$ cat src/rtl/llc_snoop_responder_if.sv
// Snoop, tag-array, L1-message and result signals for the LLC snoop responder.
// master: the responder; slave: the bus/tag array/L1 environment around it.
interface llc_snoop_responder_if #(
  parameter int ADDR_SIZE  = 32,
  parameter int N_WAY      = 16,
  parameter int INDEX_SIZE = 14
);
  logic                   snp_valid;
  logic                   snp_ready;
  logic [1:0]             snp_op;
  logic [ADDR_SIZE-1:0]   snp_addr;

  logic                   ta_rd_en;
  logic [INDEX_SIZE-1:0]  ta_rd_index;
  logic [N_WAY*16-1:0]    ta_rd_data;

  logic                   ta_wr_en;
  logic [INDEX_SIZE-1:0]  ta_wr_index;
  logic [3:0]             ta_wr_way;
  logic [15:0]            ta_wr_line;

  logic                   l1_msg_valid;
  logic [1:0]             l1_msg;
  logic [ADDR_SIZE-1:0]   l1_msg_addr;
  logic                   l1_msg_ready;

  logic                   res_valid;
  logic [1:0]             res_result;
  logic                   proto_err;

  modport master (
    input  snp_valid, snp_op, snp_addr, ta_rd_data, l1_msg_ready,
    output snp_ready, ta_rd_en, ta_rd_index, ta_wr_en, ta_wr_index, ta_wr_way,
           ta_wr_line, l1_msg_valid, l1_msg, l1_msg_addr, res_valid, res_result,
           proto_err
  );

  modport slave (
    output snp_valid, snp_op, snp_addr, ta_rd_data, l1_msg_ready,
    input  snp_ready, ta_rd_en, ta_rd_index, ta_wr_en, ta_wr_index, ta_wr_way,
           ta_wr_line, l1_msg_valid, l1_msg, l1_msg_addr, res_valid, res_result,
           proto_err
  );
endinterface

$ cat src/rtl/llc_snoop_responder.sv
// MESI snoop responder: tag lookup, state update, L1 messaging, result pulse.
// Result 3 cycles after accept plus one or more per L1 message; one snoop in flight, L1 stalls hold the FSM in MSG.
module llc_snoop_responder #(
  parameter int ADDR_SIZE   = 32,
  parameter int N_WAY       = 16,
  parameter int INDEX_SIZE  = 14,
  parameter int TAG_SIZE    = 12,
  parameter int OFFSET_SIZE = 6
) (
  input  logic                  clk,
  input  logic                  rst,
  llc_snoop_responder_if.master bus
);
  localparam int LINE_W = ADDR_SIZE - OFFSET_SIZE;

  localparam logic [1:0] OP_READ   = 2'd0;
  localparam logic [1:0] OP_WRITE  = 2'd1;
  localparam logic [1:0] OP_RWIM   = 2'd2;
  localparam logic [1:0] OP_INV    = 2'd3;
  localparam logic [1:0] MESI_M    = 2'd0;
  localparam logic [1:0] MESI_S    = 2'd2;
  localparam logic [1:0] MESI_I    = 2'd3;
  localparam logic [1:0] MSG_GET   = 2'd0;
  localparam logic [1:0] MSG_INV   = 2'd2;
  localparam logic [1:0] RES_HIT   = 2'd0;
  localparam logic [1:0] RES_HITM  = 2'd1;
  localparam logic [1:0] RES_NOHIT = 2'd2;

  typedef enum logic [2:0] {S_IDLE, S_READ, S_EVAL, S_MSG, S_RESP} state_t;

  state_t              state_q, state_d;
  logic [1:0]          op_q, op_d;
  logic [LINE_W-1:0]   line_q, line_d;
  logic                inv_pend_q, inv_pend_d;
  logic                err_q, err_d;
  logic [1:0]          res_q, res_d;
  logic                snp_ready_q, snp_ready_d;
  logic                ta_rd_en_q, ta_rd_en_d;
  logic                ta_wr_en_q, ta_wr_en_d;
  logic [3:0]          ta_wr_way_q, ta_wr_way_d;
  logic [15:0]         ta_wr_line_q, ta_wr_line_d;
  logic                l1_msg_valid_q, l1_msg_valid_d;
  logic [1:0]          l1_msg_q, l1_msg_d;
  logic                res_valid_q, res_valid_d;
  logic                proto_err_q, proto_err_d;

  logic [TAG_SIZE-1:0] snp_tag;
  logic                hit;
  logic [3:0]          hit_way;
  logic [15:0]         hit_line;

  assign snp_tag = line_q[LINE_W-1 -: TAG_SIZE];

  // Lowest matching way wins; invalid or I-state entries never hit.
  always_comb begin
    hit      = 1'b0;
    hit_way  = '0;
    hit_line = '0;
    for (int w = 0; w < N_WAY; w++) begin
      if (!hit && bus.ta_rd_data[16*w+12] && (bus.ta_rd_data[16*w+14 +: 2] != MESI_I) &&
          (bus.ta_rd_data[16*w +: TAG_SIZE] == snp_tag)) begin
        hit      = 1'b1;
        hit_way  = 4'(w);
        hit_line = bus.ta_rd_data[16*w +: 16];
      end
    end
  end

  logic [1:0]  act_res;
  logic        act_err, act_get, act_inv, act_upd;
  logic [1:0]  new_mesi;
  logic        new_dirty, new_valid;
  logic [15:0] new_line;

  always_comb begin
    act_res   = RES_NOHIT;
    act_err   = 1'b0;
    act_get   = 1'b0;
    act_inv   = 1'b0;
    new_mesi  = hit_line[15:14];
    new_dirty = hit_line[13];
    new_valid = hit_line[12];
    if (hit) begin
      case (op_q)
        OP_READ: begin
          new_mesi = MESI_S;
          if (hit_line[15:14] == MESI_M) begin
            act_res   = RES_HITM;
            new_dirty = 1'b0;
            act_get   = 1'b1;
          end else begin
            act_res = RES_HIT;
          end
        end
        OP_WRITE: act_err = 1'b1;
        OP_RWIM: begin
          act_res  = (hit_line[15:14] == MESI_M) ? RES_HITM : RES_HIT;
          act_get  = (hit_line[15:14] == MESI_M);
          act_inv  = 1'b1;
          new_mesi = MESI_I;
        end
        default: begin
          if (hit_line[15:14] == MESI_S) begin
            act_res  = RES_HIT;
            act_inv  = 1'b1;
            new_mesi = MESI_I;
          end else begin
            act_err = 1'b1;
          end
        end
      endcase
    end
    if (new_mesi == MESI_I) begin
      new_valid = 1'b0;
      new_dirty = 1'b0;
    end
    new_line = {new_mesi, new_dirty, new_valid, hit_line[11:0]};
    // Only a real change costs a tag write (READ of an S line leaves it alone).
    act_upd  = hit && (new_line != hit_line);
  end

  always_comb begin
    state_d        = state_q;
    op_d           = op_q;
    line_d         = line_q;
    inv_pend_d     = inv_pend_q;
    err_d          = err_q;
    res_d          = res_q;
    snp_ready_d    = 1'b0;
    ta_rd_en_d     = 1'b0;
    ta_wr_en_d     = 1'b0;
    ta_wr_way_d    = ta_wr_way_q;
    ta_wr_line_d   = ta_wr_line_q;
    l1_msg_valid_d = 1'b0;
    l1_msg_d       = l1_msg_q;
    res_valid_d    = 1'b0;
    proto_err_d    = 1'b0;
    case (state_q)
      S_IDLE: begin
        snp_ready_d = 1'b1;
        if (bus.snp_valid) begin
          op_d        = bus.snp_op;
          line_d      = bus.snp_addr[ADDR_SIZE-1:OFFSET_SIZE];
          snp_ready_d = 1'b0;
          ta_rd_en_d  = 1'b1;
          state_d     = S_READ;
        end
      end
      S_READ: state_d = S_EVAL;
      S_EVAL: begin
        res_d        = act_res;
        err_d        = act_err;
        ta_wr_en_d   = act_upd;
        ta_wr_way_d  = hit_way;
        ta_wr_line_d = new_line;
        if (act_get || act_inv) begin
          l1_msg_valid_d = 1'b1;
          l1_msg_d       = act_get ? MSG_GET : MSG_INV;
          inv_pend_d     = act_get && act_inv;
          state_d        = S_MSG;
        end else begin
          res_valid_d = 1'b1;
          proto_err_d = act_err;
          state_d     = S_RESP;
        end
      end
      S_MSG: begin
        l1_msg_valid_d = 1'b1;
        if (bus.l1_msg_ready) begin
          if (inv_pend_q) begin
            l1_msg_d   = MSG_INV;
            inv_pend_d = 1'b0;
          end else begin
            l1_msg_valid_d = 1'b0;
            res_valid_d    = 1'b1;
            proto_err_d    = err_q;
            state_d        = S_RESP;
          end
        end
      end
      default: begin
        snp_ready_d = 1'b1;
        state_d     = S_IDLE;
      end
    endcase
  end

  always_ff @(posedge clk or posedge rst) begin
    if (rst) begin
      state_q        <= S_IDLE;
      op_q           <= '0;
      line_q         <= '0;
      inv_pend_q     <= 1'b0;
      err_q          <= 1'b0;
      res_q          <= '0;
      snp_ready_q    <= 1'b1;
      ta_rd_en_q     <= 1'b0;
      ta_wr_en_q     <= 1'b0;
      ta_wr_way_q    <= '0;
      ta_wr_line_q   <= '0;
      l1_msg_valid_q <= 1'b0;
      l1_msg_q       <= '0;
      res_valid_q    <= 1'b0;
      proto_err_q    <= 1'b0;
    end else begin
      state_q        <= state_d;
      op_q           <= op_d;
      line_q         <= line_d;
      inv_pend_q     <= inv_pend_d;
      err_q          <= err_d;
      res_q          <= res_d;
      snp_ready_q    <= snp_ready_d;
      ta_rd_en_q     <= ta_rd_en_d;
      ta_wr_en_q     <= ta_wr_en_d;
      ta_wr_way_q    <= ta_wr_way_d;
      ta_wr_line_q   <= ta_wr_line_d;
      l1_msg_valid_q <= l1_msg_valid_d;
      l1_msg_q       <= l1_msg_d;
      res_valid_q    <= res_valid_d;
      proto_err_q    <= proto_err_d;
    end
  end

  assign bus.snp_ready    = snp_ready_q;
  assign bus.ta_rd_en     = ta_rd_en_q;
  assign bus.ta_rd_index  = line_q[INDEX_SIZE-1:0];
  assign bus.ta_wr_en     = ta_wr_en_q;
  assign bus.ta_wr_index  = line_q[INDEX_SIZE-1:0];
  assign bus.ta_wr_way    = ta_wr_way_q;
  assign bus.ta_wr_line   = ta_wr_line_q;
  assign bus.l1_msg_valid = l1_msg_valid_q;
  assign bus.l1_msg       = l1_msg_q;
  assign bus.l1_msg_addr  = {line_q, {OFFSET_SIZE{1'b0}}};
  assign bus.res_valid    = res_valid_q;
  assign bus.res_result   = res_q;
  assign bus.proto_err    = proto_err_q;
endmodule

$ cat src/flat_wrapper.sv
// flat-port wrapper written by rule: the top's interface ports become plain ports
module llc_snoop_responder_flat 
#(
  parameter int ADDR_SIZE   = 32,
  parameter int N_WAY       = 16,
  parameter int INDEX_SIZE  = 14,
  parameter int TAG_SIZE    = 12,
  parameter int OFFSET_SIZE = 6
)
  (clk, rst, bus_snp_valid, bus_snp_op, bus_snp_addr, bus_ta_rd_data, bus_l1_msg_ready, bus_snp_ready, bus_ta_rd_en, bus_ta_rd_index, bus_ta_wr_en, bus_ta_wr_index, bus_ta_wr_way, bus_ta_wr_line, bus_l1_msg_valid, bus_l1_msg, bus_l1_msg_addr, bus_res_valid, bus_res_result, bus_proto_err);
  llc_snoop_responder_if #(.ADDR_SIZE(ADDR_SIZE), .N_WAY(N_WAY), .INDEX_SIZE(INDEX_SIZE)) bus_i ();
  input  logic clk;
  input  logic rst;
  input wire logic [$bits(bus_i.snp_valid)-1:0] bus_snp_valid;
  input wire logic [$bits(bus_i.snp_op)-1:0] bus_snp_op;
  input wire logic [$bits(bus_i.snp_addr)-1:0] bus_snp_addr;
  input wire logic [$bits(bus_i.ta_rd_data)-1:0] bus_ta_rd_data;
  input wire logic [$bits(bus_i.l1_msg_ready)-1:0] bus_l1_msg_ready;
  output wire logic [$bits(bus_i.snp_ready)-1:0] bus_snp_ready;
  output wire logic [$bits(bus_i.ta_rd_en)-1:0] bus_ta_rd_en;
  output wire logic [$bits(bus_i.ta_rd_index)-1:0] bus_ta_rd_index;
  output wire logic [$bits(bus_i.ta_wr_en)-1:0] bus_ta_wr_en;
  output wire logic [$bits(bus_i.ta_wr_index)-1:0] bus_ta_wr_index;
  output wire logic [$bits(bus_i.ta_wr_way)-1:0] bus_ta_wr_way;
  output wire logic [$bits(bus_i.ta_wr_line)-1:0] bus_ta_wr_line;
  output wire logic [$bits(bus_i.l1_msg_valid)-1:0] bus_l1_msg_valid;
  output wire logic [$bits(bus_i.l1_msg)-1:0] bus_l1_msg;
  output wire logic [$bits(bus_i.l1_msg_addr)-1:0] bus_l1_msg_addr;
  output wire logic [$bits(bus_i.res_valid)-1:0] bus_res_valid;
  output wire logic [$bits(bus_i.res_result)-1:0] bus_res_result;
  output wire logic [$bits(bus_i.proto_err)-1:0] bus_proto_err;
  assign bus_i.snp_valid = bus_snp_valid;
  assign bus_i.snp_op = bus_snp_op;
  assign bus_i.snp_addr = bus_snp_addr;
  assign bus_i.ta_rd_data = bus_ta_rd_data;
  assign bus_i.l1_msg_ready = bus_l1_msg_ready;
  assign bus_snp_ready = bus_i.snp_ready;
  assign bus_ta_rd_en = bus_i.ta_rd_en;
  assign bus_ta_rd_index = bus_i.ta_rd_index;
  assign bus_ta_wr_en = bus_i.ta_wr_en;
  assign bus_ta_wr_index = bus_i.ta_wr_index;
  assign bus_ta_wr_way = bus_i.ta_wr_way;
  assign bus_ta_wr_line = bus_i.ta_wr_line;
  assign bus_l1_msg_valid = bus_i.l1_msg_valid;
  assign bus_l1_msg = bus_i.l1_msg;
  assign bus_l1_msg_addr = bus_i.l1_msg_addr;
  assign bus_res_valid = bus_i.res_valid;
  assign bus_res_result = bus_i.res_result;
  assign bus_proto_err = bus_i.proto_err;
  llc_snoop_responder #(.ADDR_SIZE(ADDR_SIZE), .N_WAY(N_WAY), .INDEX_SIZE(INDEX_SIZE), .TAG_SIZE(TAG_SIZE), .OFFSET_SIZE(OFFSET_SIZE)) u_core (.clk(clk), .rst(rst), .bus(bus_i));
endmodule
$ cat config.mk
export PLATFORM = sky130hd
export DESIGN_NAME = llc_snoop_responder_flat
export DESIGN_NICKNAME = d
export VERILOG_FILES = /design/src/rtl/llc_snoop_responder_if.sv /design/src/rtl/llc_snoop_responder.sv /design/src/flat_wrapper.sv
export SDC_FILE = /design/constraint.sdc
export NUM_CORES = 1
export LEC_CHECK = 0
export ABC_AREA = 1
export CORE_AREA = 4 4 149 151
export CTS_CLUSTER_DIAMETER = 40
export DETAILED_ROUTE_END_ITERATION = 8
export DIE_AREA = 0 0 153 155
export PLACE_DENSITY_LB_ADDON = 0.1
export SYNTH_ARGS = -nofsm -noshare
export SYNTH_HDL_FRONTEND = slang
export SYNTH_SLANG_ARGS = --single-unit
$ cat constraint.sdc
create_clock -name clk -period 6.6 [get_ports clk]
set_input_delay 1.32 -clock clk [delete_from_list [all_inputs] [get_ports clk]]
set_output_delay 1.32 -clock clk [all_outputs]
set_load 0.1 [all_outputs]
==> results of run 1 <==
path summary, 6_finish.rpt:
kind / from / endpoint / slack (ns)
setup reg to reg: u_core.line_q[18] / u_core.bus.l1_msg[1] / 1.72
max in group asynchronous: rst / u_core.bus.res_result[0] / 4.53
min in group asynchronous: rst / u_core.line_q[8] / 1.55
hold reg to reg: u_core.bus.ta_wr_line[0] / u_core.bus.ta_wr_line[0] / 0.49
setup / recovery: bus_ta_rd_data[6] / u_core.bus.l1_msg[1] / 1.50
hold / removal: u_core.bus.ta_wr_line[0] / u_core.bus.ta_wr_line[0] / 0.49
power by group through the flow:
stage	registers, uW	clock network, uW	logic [uW]
after floorplan	1540	0	1810
after global placement	795	0	3460
after detailed placement	794	0	3470
after CTS	794	477	3480
after global routing	822	491	3650
final	803	470	3500
flip-flops by register name, indices dropped and copies added, names as in the netlist, 2 cells and up:
signal,cells
u_core.line_q,26
u_core.bus.res_result,2
u_core.bus.ta_wr_way,4
u_core.bus.ta_wr_line,16
u_core.state_q,3
u_core.op_q,2
synthesized netlist by cell type (3+ instances only):
master	count	area, sq um
inv_1	142	533
nor3_1	14	70.1
inv_2	20	75.1
a22o_1	4	35.0
nor2_2	7	43.8
o221a_2	3	33.8
or2_0	3	18.8
clkinv_1	3	11.3
xor2_1	24	210
nand2_1	374	1400
dfrtp_1	61	1530
buf_2	24	120
o21ai_1	11	55.1
o211ai_1	24	180
nor2_1	98	368
buf_6	5	56.3
o22ai_1	53	332
o21bai_1	3	22.5
a21oi_1	66	330
nand2_2	7	43.8
a211oi_1	5	37.5
o2111ai_1	9	78.8
clkbuf_1	25	93.8
a221oi_1	29	254
nand4_2	3	37.5
nor2_4	4	45.0
o21ai_0	85	425
xnor2_1	26	228
nand4_1	19	119
or2_2	11	68.8
nand3_1	44	220
a21boi_1	4	30.0
buf_4	44	330
nand2_4	4	45.0
a21boi_0	4	30.0
nand3_2	3	30.0
o221ai_1	9	78.8
layer usage:
layer	share of wire	vias up
li1	-	4896
met1	0.39	4660
met2	0.46	696
met3	0.12	90
met4	0.032	0
met5	0	-
metrics by stage:
| step | instances | utilization | hold slack (ns) | cell area [sq um] |
|---|---|---|---|---|
| final | 1881 | 0.565 | 0.490 | 11800 |
| after global routing | 1881 | 0.565 | 0.504 | 11800 |
| after detailed placement | 1865 | 0.550 | 0.479 | 11500 |
| after floorplan | 1308 | - | 0.488 | 7930 |
| after CTS | 1879 | 0.565 | 0.491 | 11800 |
| after global placement | 1865 | 0.550 | 0.469 | 11500 |
logic make-up after synthesis:
kind of cell,Yosys count,share of synthesized area
multiplexers,2,0.00269
AND/OR/NAND/NOR,605,0.338
XOR/XNOR,50,0.0554
flip-flops,62,0.196
buffers and inverters,265,0.156
AO/OA/AOI/OAI,317,0.251
other,1,0.000474
critical path: cells and delay by family:
kind	cells	cell delay [ns]
compound gates	2	0.26
buf+inv	4	0.80
simple gates	23	2.95
final cells by class:
class,count,area share
multi-input cells,981,0.438
repair buffers,380,0.321
flip-flops and latches,62,0.132
inverters,167,0.0536
well taps,275,0.0292
clock buffers,11,0.0215
clock inverters,3,0.00383
diodes,2,0.000425
==> impl_table.tex, run 1 <==
\begin{tabular}{lr}
\hline
Metric & Value \\
\hline
\multicolumn{2}{l}{\textbf{GRT}} \\
Total gr overflow & 0 \\
Met3 Resource Use GR & 0.0826 \\
Global routing usage summed across all routing layers & 0.329 \\
Wire length of the first global-routing pass & 60500 um \\
Met2 track demand over resource & 0.544 \\
Antenna violations before repair & 2 \\
Largest net degree at the start of global routing & 63 \\
Met1 track demand over resource & 0.425 \\
Vias in the first global route & 10100 \\
Most congested layer reported by global routing & met2 \\
\multicolumn{2}{l}{\textbf{Power and ir drop}} \\
Proportion of power drawn by flip-flops and latches & 0.168 \\
Power Dens Cells & 405 mW/mm\^{}2 \\
Part of the power in combinational logic & 0.733 \\
Clock group share of total power & 0.098 \\
Sum of internal, switching and leakage power & 4770 uW \\
Internal power & 1750 uW \\
Net Switching & 3020 uW \\
Leak Pwr & 0.00545 uW \\
Switch share & 0.634 \\
IR drop worst, VDD & 0.569 mV \\
\multicolumn{2}{l}{\textbf{Clock network}} \\
Max H-tree Level & 3 \\
Clock transition time at the flip-flop clock pins of the worst setup and hold paths & 0.05 ns \\
Clock buffer count from CTS & 9 \\
CTS root buf & clkbuf\_16 \\
Hold buffers post-CTS & 0 \\
Num Clock Sinks & 62 \\
Gates resized, CTS repair & 0 \\
Worst-skew pair later-pin latency & 0.33 ns \\
Max clock buf depth & 2 \\
TritonCTS clock tree & built \\
Setup repair bufs after CTS & 0 \\
\multicolumn{2}{l}{\textbf{Synthesis}} \\
Post-synthesis sequential element count & 62 \\
Share of the yosys chip area belonging to registers & 0.196 \\
Number of flops mapped to enable cells by yosys & 0 \\
Top flip-flop cell by instance count after synthesis & dfrtp\_1 \\
Warning count from the yosys run & 0 \\
Average size of a mapped cell & 6.07 sq um \\
Cell area after synthesis & 0.00790 sq mm \\
Post-Synthesis Cells & 1302 \\
Number of distinct library cell variants in the gate-level netlist after synthesis & 58 \\
Share of async-settable or async-resettable flops after synthesis & 1.00 \\
\multicolumn{2}{l}{\textbf{Timing}} \\
Transition at the pin with the smallest max-transition slack & 1.09 ns \\
Final sum of negative setup slack & 0 ns \\
Maximum clock frequency & 0.196 GHz \\
Final slew viol count & 0 \\
Final hold violation count & 0 \\
Final critical-path share of the clock period & 0.772 \\
Maximum clock skew at final layout & 0.00902 ns \\
Final Setup Violations & 0 \\
RSZ-0062 raised after global routing & no \\
Final worst path period need & 5.10 ns \\
Crit path setup slack, layout & 1.50 ns \\
Worst max-slew margin expressed relative to the limit & 0.272 \\
\multicolumn{2}{l}{\textbf{Final layout}} \\
Area taken by flip-flops and latches & 0.00155 sq mm \\
Total of fill cells in the finished design & 2096 \\
Footprint of the multi-input gates & 0.00515 sq mm \\
Commonest cells after routing, fill and taps aside & 374 x nand2\_1, 370 x clkdlybuf4s50\_1, 141 x inv\_1, 97 x nor2\_1, 85 x o21ai\_0 \\
Count of nets after finishing & 1895 \\
Fraction of layout cells with a size suffix above 1 & 0.0636 \\
Leading cell type in the layout, fill and taps excluded & nand2\_1 \\
Area added between synthesis and finish & 48.8\% \\
\multicolumn{2}{l}{\textbf{Floorplan}} \\
Effective utilization at floorplan & 0.380 \\
Area of the die & 0.0237 sq mm \\
Overall die height & 155 um \\
Horizontal extent of the die & 153 um \\
Placement row count & 53 \\
Std-Cell Core Area & 0.0208 sq mm \\
Num ports & 384 \\
\multicolumn{2}{l}{\textbf{Run status}} \\
Status & finished, final reports clean \\
\multicolumn{2}{l}{\textbf{Setup path}} \\
Startpoint type of the worst setup path & input pin \\
Kind of capture point of the worst setup path & register \\
Endpoint required time on the critical path & 6.85 ns \\
Critical setup path kind & input pin to register \\
FF-to-FF path depth & 26 \\
Arrival time at the worst endpoint & 5.35 ns \\
Crit path max-delay cell type & clkdlybuf4s50\_1 \\
Cell seen most often among critical-path stages & nand2\_1 \\
Worst-path fanout max & 25 \\
Biggest cell delay along the critical path & 0.50 ns \\
\multicolumn{2}{l}{\textbf{Worst hold path}} \\
Hold Crit Class & register to register \\
Worst hold path stage count & 2 \\
\multicolumn{2}{l}{\textbf{Detailed routing}} \\
Count of unresolved DRC violations after routing & 0 \\
Final routed wire length divided by cell count & 21.8 um \\
Residual antenna-violating net count after detailed routing & 0 \\
Vias per inst & 5.50 \\
First drt pass iteration count & 5 \\
Overall via count from detail\_route & 10300 \\
Total wire length after detailed routing & 41000 um \\
Number of DRC violations after detailed-routing iteration 0 & 1019 \\
\multicolumn{2}{l}{\textbf{Placed design}} \\
Post-placement setup slack & 1.32 ns \\
Routability congestion estimate & 0.984 \\
Final HPWL DP & 31800 um \\
PortBufs & 370 \\
\multicolumn{2}{l}{\textbf{Job}} \\
Max-capacitance violation count & 0 \\
\hline
\end{tabular}
Power figures use the tool's default switching activity.
==> inputs of run 2 (changes only) <==
CORE_AREA = 4 4 147 149   (was 4 4 149 151)
DIE_AREA = 0 0 151 153   (was 0 0 153 155)
clock period = 5.1 ns   (was 6.6 ns; I/O delays follow)
==> run 2 against run 1 <==
  * Final cell count grew 1.6%
  * Via count grew 3.0%
  * Global-route usage grew 1.0 points
  * Critical path depth shrank 1
  * First-iteration DRC count shrank 2.2%
  * Combinational power grew 35%
  * Utilization grew 3.2 points
  * Final area grew 2.4%
  * Die area shrank 2.6%
  * Routed wire length grew 1.2%
  * Count of clock-buffer cells in the layout shrank 2
  * Sequential power grew 11%
  * Critical path type is now register to register
  * Highest routed layer unchanged
==> impl_table.tex, run 2 (synthesis gave the netlist of run 1 again) <==
\begin{tabular}{lr}
\hline
Metric & Value \\
\hline
\multicolumn{2}{l}{\textbf{Final layout}} \\
Leading cell type in the layout, fill and taps excluded & nand2\_1 \\
Finished Core Util & 0.597 \\
Count of nets after finishing & 1927 \\
Commonest cells after routing, fill and taps aside & 374 x nand2\_1, 370 x clkdlybuf4s50\_1, 141 x inv\_1, 97 x nor2\_1, 85 x o21ai\_0 \\
Total of fill cells in the finished design & 1983 \\
Max reg flops & 26 \\
Fraction of layout cells with a size suffix above 1 & 0.0830 \\
Area added between synthesis and finish & 52.4\% \\
Register name with the most flops & u\_core.line\_q \\
\multicolumn{2}{l}{\textbf{Clock network}} \\
Setup repair bufs after CTS & 0 \\
Num Clock Sinks & 62 \\
Clock buffer count from CTS & 9 \\
Max H-tree Level & 3 \\
Max clock buf depth & 2 \\
TritonCTS clock tree & built \\
Hold buffers post-CTS & 0 \\
Clock transition time at the flip-flop clock pins of the worst setup and hold paths & 0.06 ns \\
CTS root buf & clkbuf\_16 \\
Gates resized, CTS repair & 0 \\
Worst-skew pair later-pin latency & 0.33 ns \\
\multicolumn{2}{l}{\textbf{Timing}} \\
Final sum of negative setup slack & 0 ns \\
Final worst path period need & 4.41 ns \\
Final hold violation count & 0 \\
Maximum clock frequency & 0.227 GHz \\
Worst Hold Slack & 0.483 ns \\
RSZ-0062 raised after global routing & no \\
Final Setup Violations & 0 \\
Crit path setup slack, layout & 0.685 ns \\
Final critical-path share of the clock period & 0.866 \\
Maximum clock skew at final layout & 0.00962 ns \\
Worst max-slew margin expressed relative to the limit & 0.244 \\
Transition at the pin with the smallest max-transition slack & 1.13 ns \\
Final slew viol count & 0 \\
\multicolumn{2}{l}{\textbf{GRT}} \\
Vias in the first global route & 10200 \\
Wire length of the first global-routing pass & 59900 um \\
Most congested layer reported by global routing & met2 \\
Met2 track demand over resource & 0.547 \\
Antenna violations before repair & 3 \\
Met3 Resource Use GR & 0.0808 \\
Largest net degree at the start of global routing & 63 \\
Total gr overflow & 0 \\
Met1 track demand over resource & 0.433 \\
Global routing usage summed across all routing layers & 0.340 \\
\multicolumn{2}{l}{\textbf{Detailed routing}} \\
Residual antenna-violating net count after detailed routing & 0 \\
Number of DRC violations after detailed-routing iteration 0 & 997 \\
Final routed wire length divided by cell count & 21.7 um \\
Total wire length after detailed routing & 41600 um \\
Vias per inst & 5.57 \\
Overall via count from detail\_route & 10700 \\
First drt pass iteration count & 6 \\
Count of unresolved DRC violations after routing & 0 \\
\multicolumn{2}{l}{\textbf{Run status}} \\
Status & finished, final reports clean \\
\multicolumn{2}{l}{\textbf{Setup path}} \\
Critical setup path kind & register to register \\
R2r setup slk & 0.69 ns \\
Endpoint required time on the critical path & 5.36 ns \\
Cell seen most often among critical-path stages & nand2\_1 \\
Startpoint type of the worst setup path & register \\
Arrival time at the worst endpoint & 4.67 ns \\
Biggest cell delay along the critical path & 0.99 ns \\
Crit path max-delay cell type & dfrtp\_1 \\
Kind of capture point of the worst setup path & register \\
Worst-path fanout max & 13 \\
\multicolumn{2}{l}{\textbf{Placed design}} \\
Routability congestion estimate & 1.01 \\
PortBufs & 370 \\
Post-placement setup slack & 0.561 ns \\
Final HPWL DP & 32700 um \\
\multicolumn{2}{l}{\textbf{Floorplan}} \\
Overall die height & 153 um \\
Placement row count & 52 \\
Std-Cell Core Area & 0.0202 sq mm \\
Horizontal extent of the die & 151 um \\
Area of the die & 0.0231 sq mm \\
Effective utilization at floorplan & 0.392 \\
Num ports & 384 \\
\multicolumn{2}{l}{\textbf{Power and ir drop}} \\
Sum of internal, switching and leakage power & 6340 uW \\
Power Dens Cells & 526 mW/mm\^{}2 \\
Leak Pwr & 0.00563 uW \\
IR drop worst, VDD & 1.09 mV \\
\multicolumn{2}{l}{\textbf{Worst hold path}} \\
Hold Crit Class & register to register \\
\multicolumn{2}{l}{\textbf{Job}} \\
Max-capacitance violation count & 0 \\
\hline
\end{tabular}
## run 2: cell types whose count changed in the layout (fill, tap and decap cells not counted)
cell and change:
clkbuf_8 -2, clkinv_2 +1, diode_2 +1, buf_4 +32
clkinv_4 +2, bufinv_16 +2, inv_6 +1, clkinvlp_4 -2
## run 2: worst max-delay path: cells and delay by family, from the launching register on
kind	cells	cell delay [ns]
AOI/OAI and AO/OA	1	0.11
and+or+nand+nor	25	2.79
buffers and inverters	2	0.45
DFF	1	0.99
## run 2: area by class of cell
class	count	area, sq um	share of cell area
inverter	167	631	0.0523
antenna	3	7.51	0.000623
clock buffer	9	225	0.0187
sequential	62	1550	0.129
timing repair buffer	412	4020	0.334
multi-input combinational	981	5150	0.428
tap	270	338	0.0280
clock inverter	7	121	0.0101
## run 2: metal layers
metal  part of all wire  up-vias
li1                   -     4979
met1               0.38     4777
met2               0.45      770
met3               0.12      127
met4              0.045        0
met5                  0        -
## run 2: worst paths after layout
path | from | endpoint | cells past startpoint
setup / recovery | u_core.line_q[25] | u_core.bus.l1_msg[1] | 28
hold / removal | u_core.bus.ta_wr_line[6] | u_core.bus.ta_wr_line[6] | 2
setup reg to reg | u_core.line_q[25] | u_core.bus.l1_msg[1] | 28
hold reg to reg | u_core.bus.ta_wr_line[6] | u_core.bus.ta_wr_line[6] | 2
max in group asynchronous | rst | u_core.bus.ta_rd_en | 3
min in group asynchronous | rst | u_core.line_q[13] | 3
## run 2: power by group
group / leakage (uW) / switching (uW) / total [uW] / internal [uW]
combinational: 0.00468 / 3500 / 4730 / 1230
clock: 0.000170 / 234 / 713 / 480
sequential: 0.000779 / 214 / 894 / 681
total: 0.00563 / 3950 / 6340 / 2390
## run 2: through the flow
step | cells | area (sq um)
floorplan | 1308 | 7930
global placement | 1892 | 11700
detailed placement | 1892 | 11700
CTS | 1908 | 12000
global route | 1911 | 12000
finish | 1911 | 12000
==> inputs of run 3 (changes only) <==
GPL_TIMING_DRIVEN = 0   (was default)
SETUP_SLACK_MARGIN = 0.2   (was default)
==> run 3 against run 2 <==
  * Clock power decreased by 13%
  * Hold slack improved by 0.0084 ns
  * Global-route usage increased by 1.5 points
  * Combinational power increased by 6.1%
  * Highest routed layer unchanged
  * Largest power group unchanged
==> impl_table.tex, run 3 (synthesis gave the netlist of run 1 again) <==
\begin{tabular}{lr}
\hline
Metric & Value \\
\hline
\multicolumn{2}{l}{\textbf{Run status}} \\
Status & finished, final reports clean \\
\multicolumn{2}{l}{\textbf{Power and ir drop}} \\
Part of the power in combinational logic & 0.770 \\
Proportion of power drawn by flip-flops and latches & 0.134 \\
Switch share & 0.621 \\
IR drop worst, VDD & 1.08 mV \\
Power Dens Cells & 530 mW/mm\^{}2 \\
Clock group share of total power & 0.096 \\
Leak Pwr & 0.00578 uW \\
Internal power & 2470 uW \\
Net Switching & 4050 uW \\
\multicolumn{2}{l}{\textbf{Final layout}} \\
Commonest cells after routing, fill and taps aside & 374 x nand2\_1, 370 x clkdlybuf4s50\_1, 141 x inv\_1, 98 x nor2\_1, 85 x o21ai\_0 \\
Final Cell Area & 0.0123 sq mm \\
Count of nets after finishing & 1984 \\
Area added between synthesis and finish & 55.6\% \\
Max reg flops & 26 \\
Leading cell type in the layout, fill and taps excluded & nand2\_1 \\
Register name with the most flops & u\_core.line\_q \\
Fraction of layout cells with a size suffix above 1 & 0.0979 \\
\multicolumn{2}{l}{\textbf{Clock network}} \\
Setup repair bufs after CTS & 0 \\
CTS root buf & clkbuf\_16 \\
TritonCTS clock tree & built \\
Clock buffer count from CTS & 9 \\
Max clock buf depth & 2 \\
Num Clock Sinks & 62 \\
Worst-skew pair later-pin latency & 0.33 ns \\
Hold buffers post-CTS & 0 \\
Gates resized, CTS repair & 0 \\
Clock transition time at the flip-flop clock pins of the worst setup and hold paths & 0.06 ns \\
Max H-tree Level & 3 \\
\multicolumn{2}{l}{\textbf{Timing}} \\
Final slew viol count & 0 \\
RSZ-0062 raised after global routing & no \\
Transition at the pin with the smallest max-transition slack & 1.09 ns \\
Final sum of negative setup slack & 0 ns \\
Maximum clock frequency & 0.230 GHz \\
Worst max-slew margin expressed relative to the limit & 0.270 \\
Final Setup Violations & 0 \\
Final worst path period need & 4.35 ns \\
Maximum clock skew at final layout & 0.00845 ns \\
Final critical-path share of the clock period & 0.853 \\
Final hold violation count & 0 \\
\multicolumn{2}{l}{\textbf{Worst hold path}} \\
Hold Crit Class & register to register \\
Hold path start & u\_core.bus.ta\_wr\_way[2] \\
Worst hold path stage count & 2 \\
Hold-critical path endpoint & u\_core.bus.ta\_wr\_way[2] \\
\multicolumn{2}{l}{\textbf{Setup path}} \\
R2r setup slk & 1.15 ns \\
Worst reg2reg path startpoint & u\_core.line\_q[20] \\
Critical setup path kind & input pin to register \\
Endpoint required time on the critical path & 5.30 ns \\
FF-to-FF path depth & 17 \\
Worst-path fanout max & 10 \\
Startpoint type of the worst setup path & input pin \\
Arrival time at the worst endpoint & 4.55 ns \\
Kind of capture point of the worst setup path & register \\
RR Endpoint & u\_core.bus.ta\_wr\_line[0] \\
\multicolumn{2}{l}{\textbf{Detailed routing}} \\
Count of unresolved DRC violations after routing & 0 \\
Residual antenna-violating net count after detailed routing & 0 \\
Final routed wire length divided by cell count & 21.9 um \\
First drt pass iteration count & 6 \\
Total wire length after detailed routing & 43100 um \\
Vias per inst & 5.54 \\
Number of DRC violations after detailed-routing iteration 0 & 1271 \\
Overall via count from detail\_route & 10900 \\
\multicolumn{2}{l}{\textbf{Floorplan}} \\
Placement row count & 52 \\
Effective utilization at floorplan & 0.392 \\
Area of the die & 0.0231 sq mm \\
Num ports & 384 \\
Overall die height & 153 um \\
Horizontal extent of the die & 151 um \\
Std-Cell Core Area & 0.0202 sq mm \\
\multicolumn{2}{l}{\textbf{GRT}} \\
Largest net degree at the start of global routing & 34 \\
Global routing usage summed across all routing layers & 0.355 \\
Antenna violations before repair & 3 \\
Total gr overflow & 0 \\
Wire length of the first global-routing pass & 63000 um \\
Vias in the first global route & 10800 \\
\multicolumn{2}{l}{\textbf{Placed design}} \\
Placed inst area & 0.0120 sq mm \\
Final HPWL DP & 34500 um \\
PortBufs & 370 \\
Routability congestion estimate & 1.07 \\
\multicolumn{2}{l}{\textbf{Job}} \\
Max-capacitance violation count & 0 \\
\hline
\end{tabular}
[run 3: layout make-up]
type                            instances  area (sq um)
Tap cell                              270           338
Inverter                              167           631
Buffer                                 98           601
Multi-Input combinational cell        981          5140
Clock buffer                            9           225
Clock inverter                          7          77.6
Timing Repair Buffer                  371          3720
Sequential cell                        62          1550
Fill cell                            1943          7870
Antenna cell                            3          7.51
[run 3: power by group through the flow]
stage	registers, uW	logic [uW]	clock network, uW
floorplan	1990	2340	0
global placement	865	4940	0
detailed placement	870	4960	0
CTS	871	4970	629
global route	899	5230	655
finish	874	5020	623
[run 3: metal layers]
metal	GRT usage	up-vias	wire length, um
li1	-	5089	-
met1	0.448	4873	16000
met2	0.549	811	19000
met3	0.116	139	6070
met4	0.159	0	2020
met5	0	-	0
[run 3: how the worst max path moves through the flow]
stage,cells past startpoint,startpoint,end
2_1_floorplan,26,u_core.line_q[24],u_core.bus.ta_wr_line[13]
3_3_place_gp,20,bus_ta_rd_data[12],u_core.bus.ta_wr_line[0]
3_5_place_dp,21,bus_ta_rd_data[6],u_core.bus.ta_wr_line[0]
4_1_cts,21,bus_ta_rd_data[6],u_core.bus.ta_wr_line[0]
5_1_grt,29,bus_ta_rd_data[6],u_core.bus.l1_msg[1]
6_report,20,bus_ta_rd_data[12],u_core.bus.ta_wr_line[0]
[run 3: critical path: stages]
cell,delay [ns]
clkdlybuf4s50_1,0.46
a21boi_0,0.30
nand3_1,0.14
nor2_1,0.16
nand2_2,0.10
nand3_2,0.13
inv_1,0.07
nand2_1,0.11
nor2_2,0.08
nand3_2,0.13
clkbuf_1,0.41
inv_1,0.13
a21oi_1,0.20
o2111ai_1,0.19
o211ai_1,0.16
nand4_1,0.15
o211ai_1,0.15
nand2_1,0.15
nor3b_1,0.20
o21ai_0,0.10
[run 3: per-stage QoR]
step	hold WS [ns]	setup slack [ns]	instances	utilization	power, uW
final	0.491	0.751	1968	0.610	6520
after floorplan	0.488	1.60	1308	-	4330
after global placement	0.471	0.520	1948	0.593	5800
after CTS	0.489	0.874	1965	0.609	6470
after global routing	0.523	0.476	1968	0.610	6790
after detailed placement	0.476	0.546	1949	0.594	5830
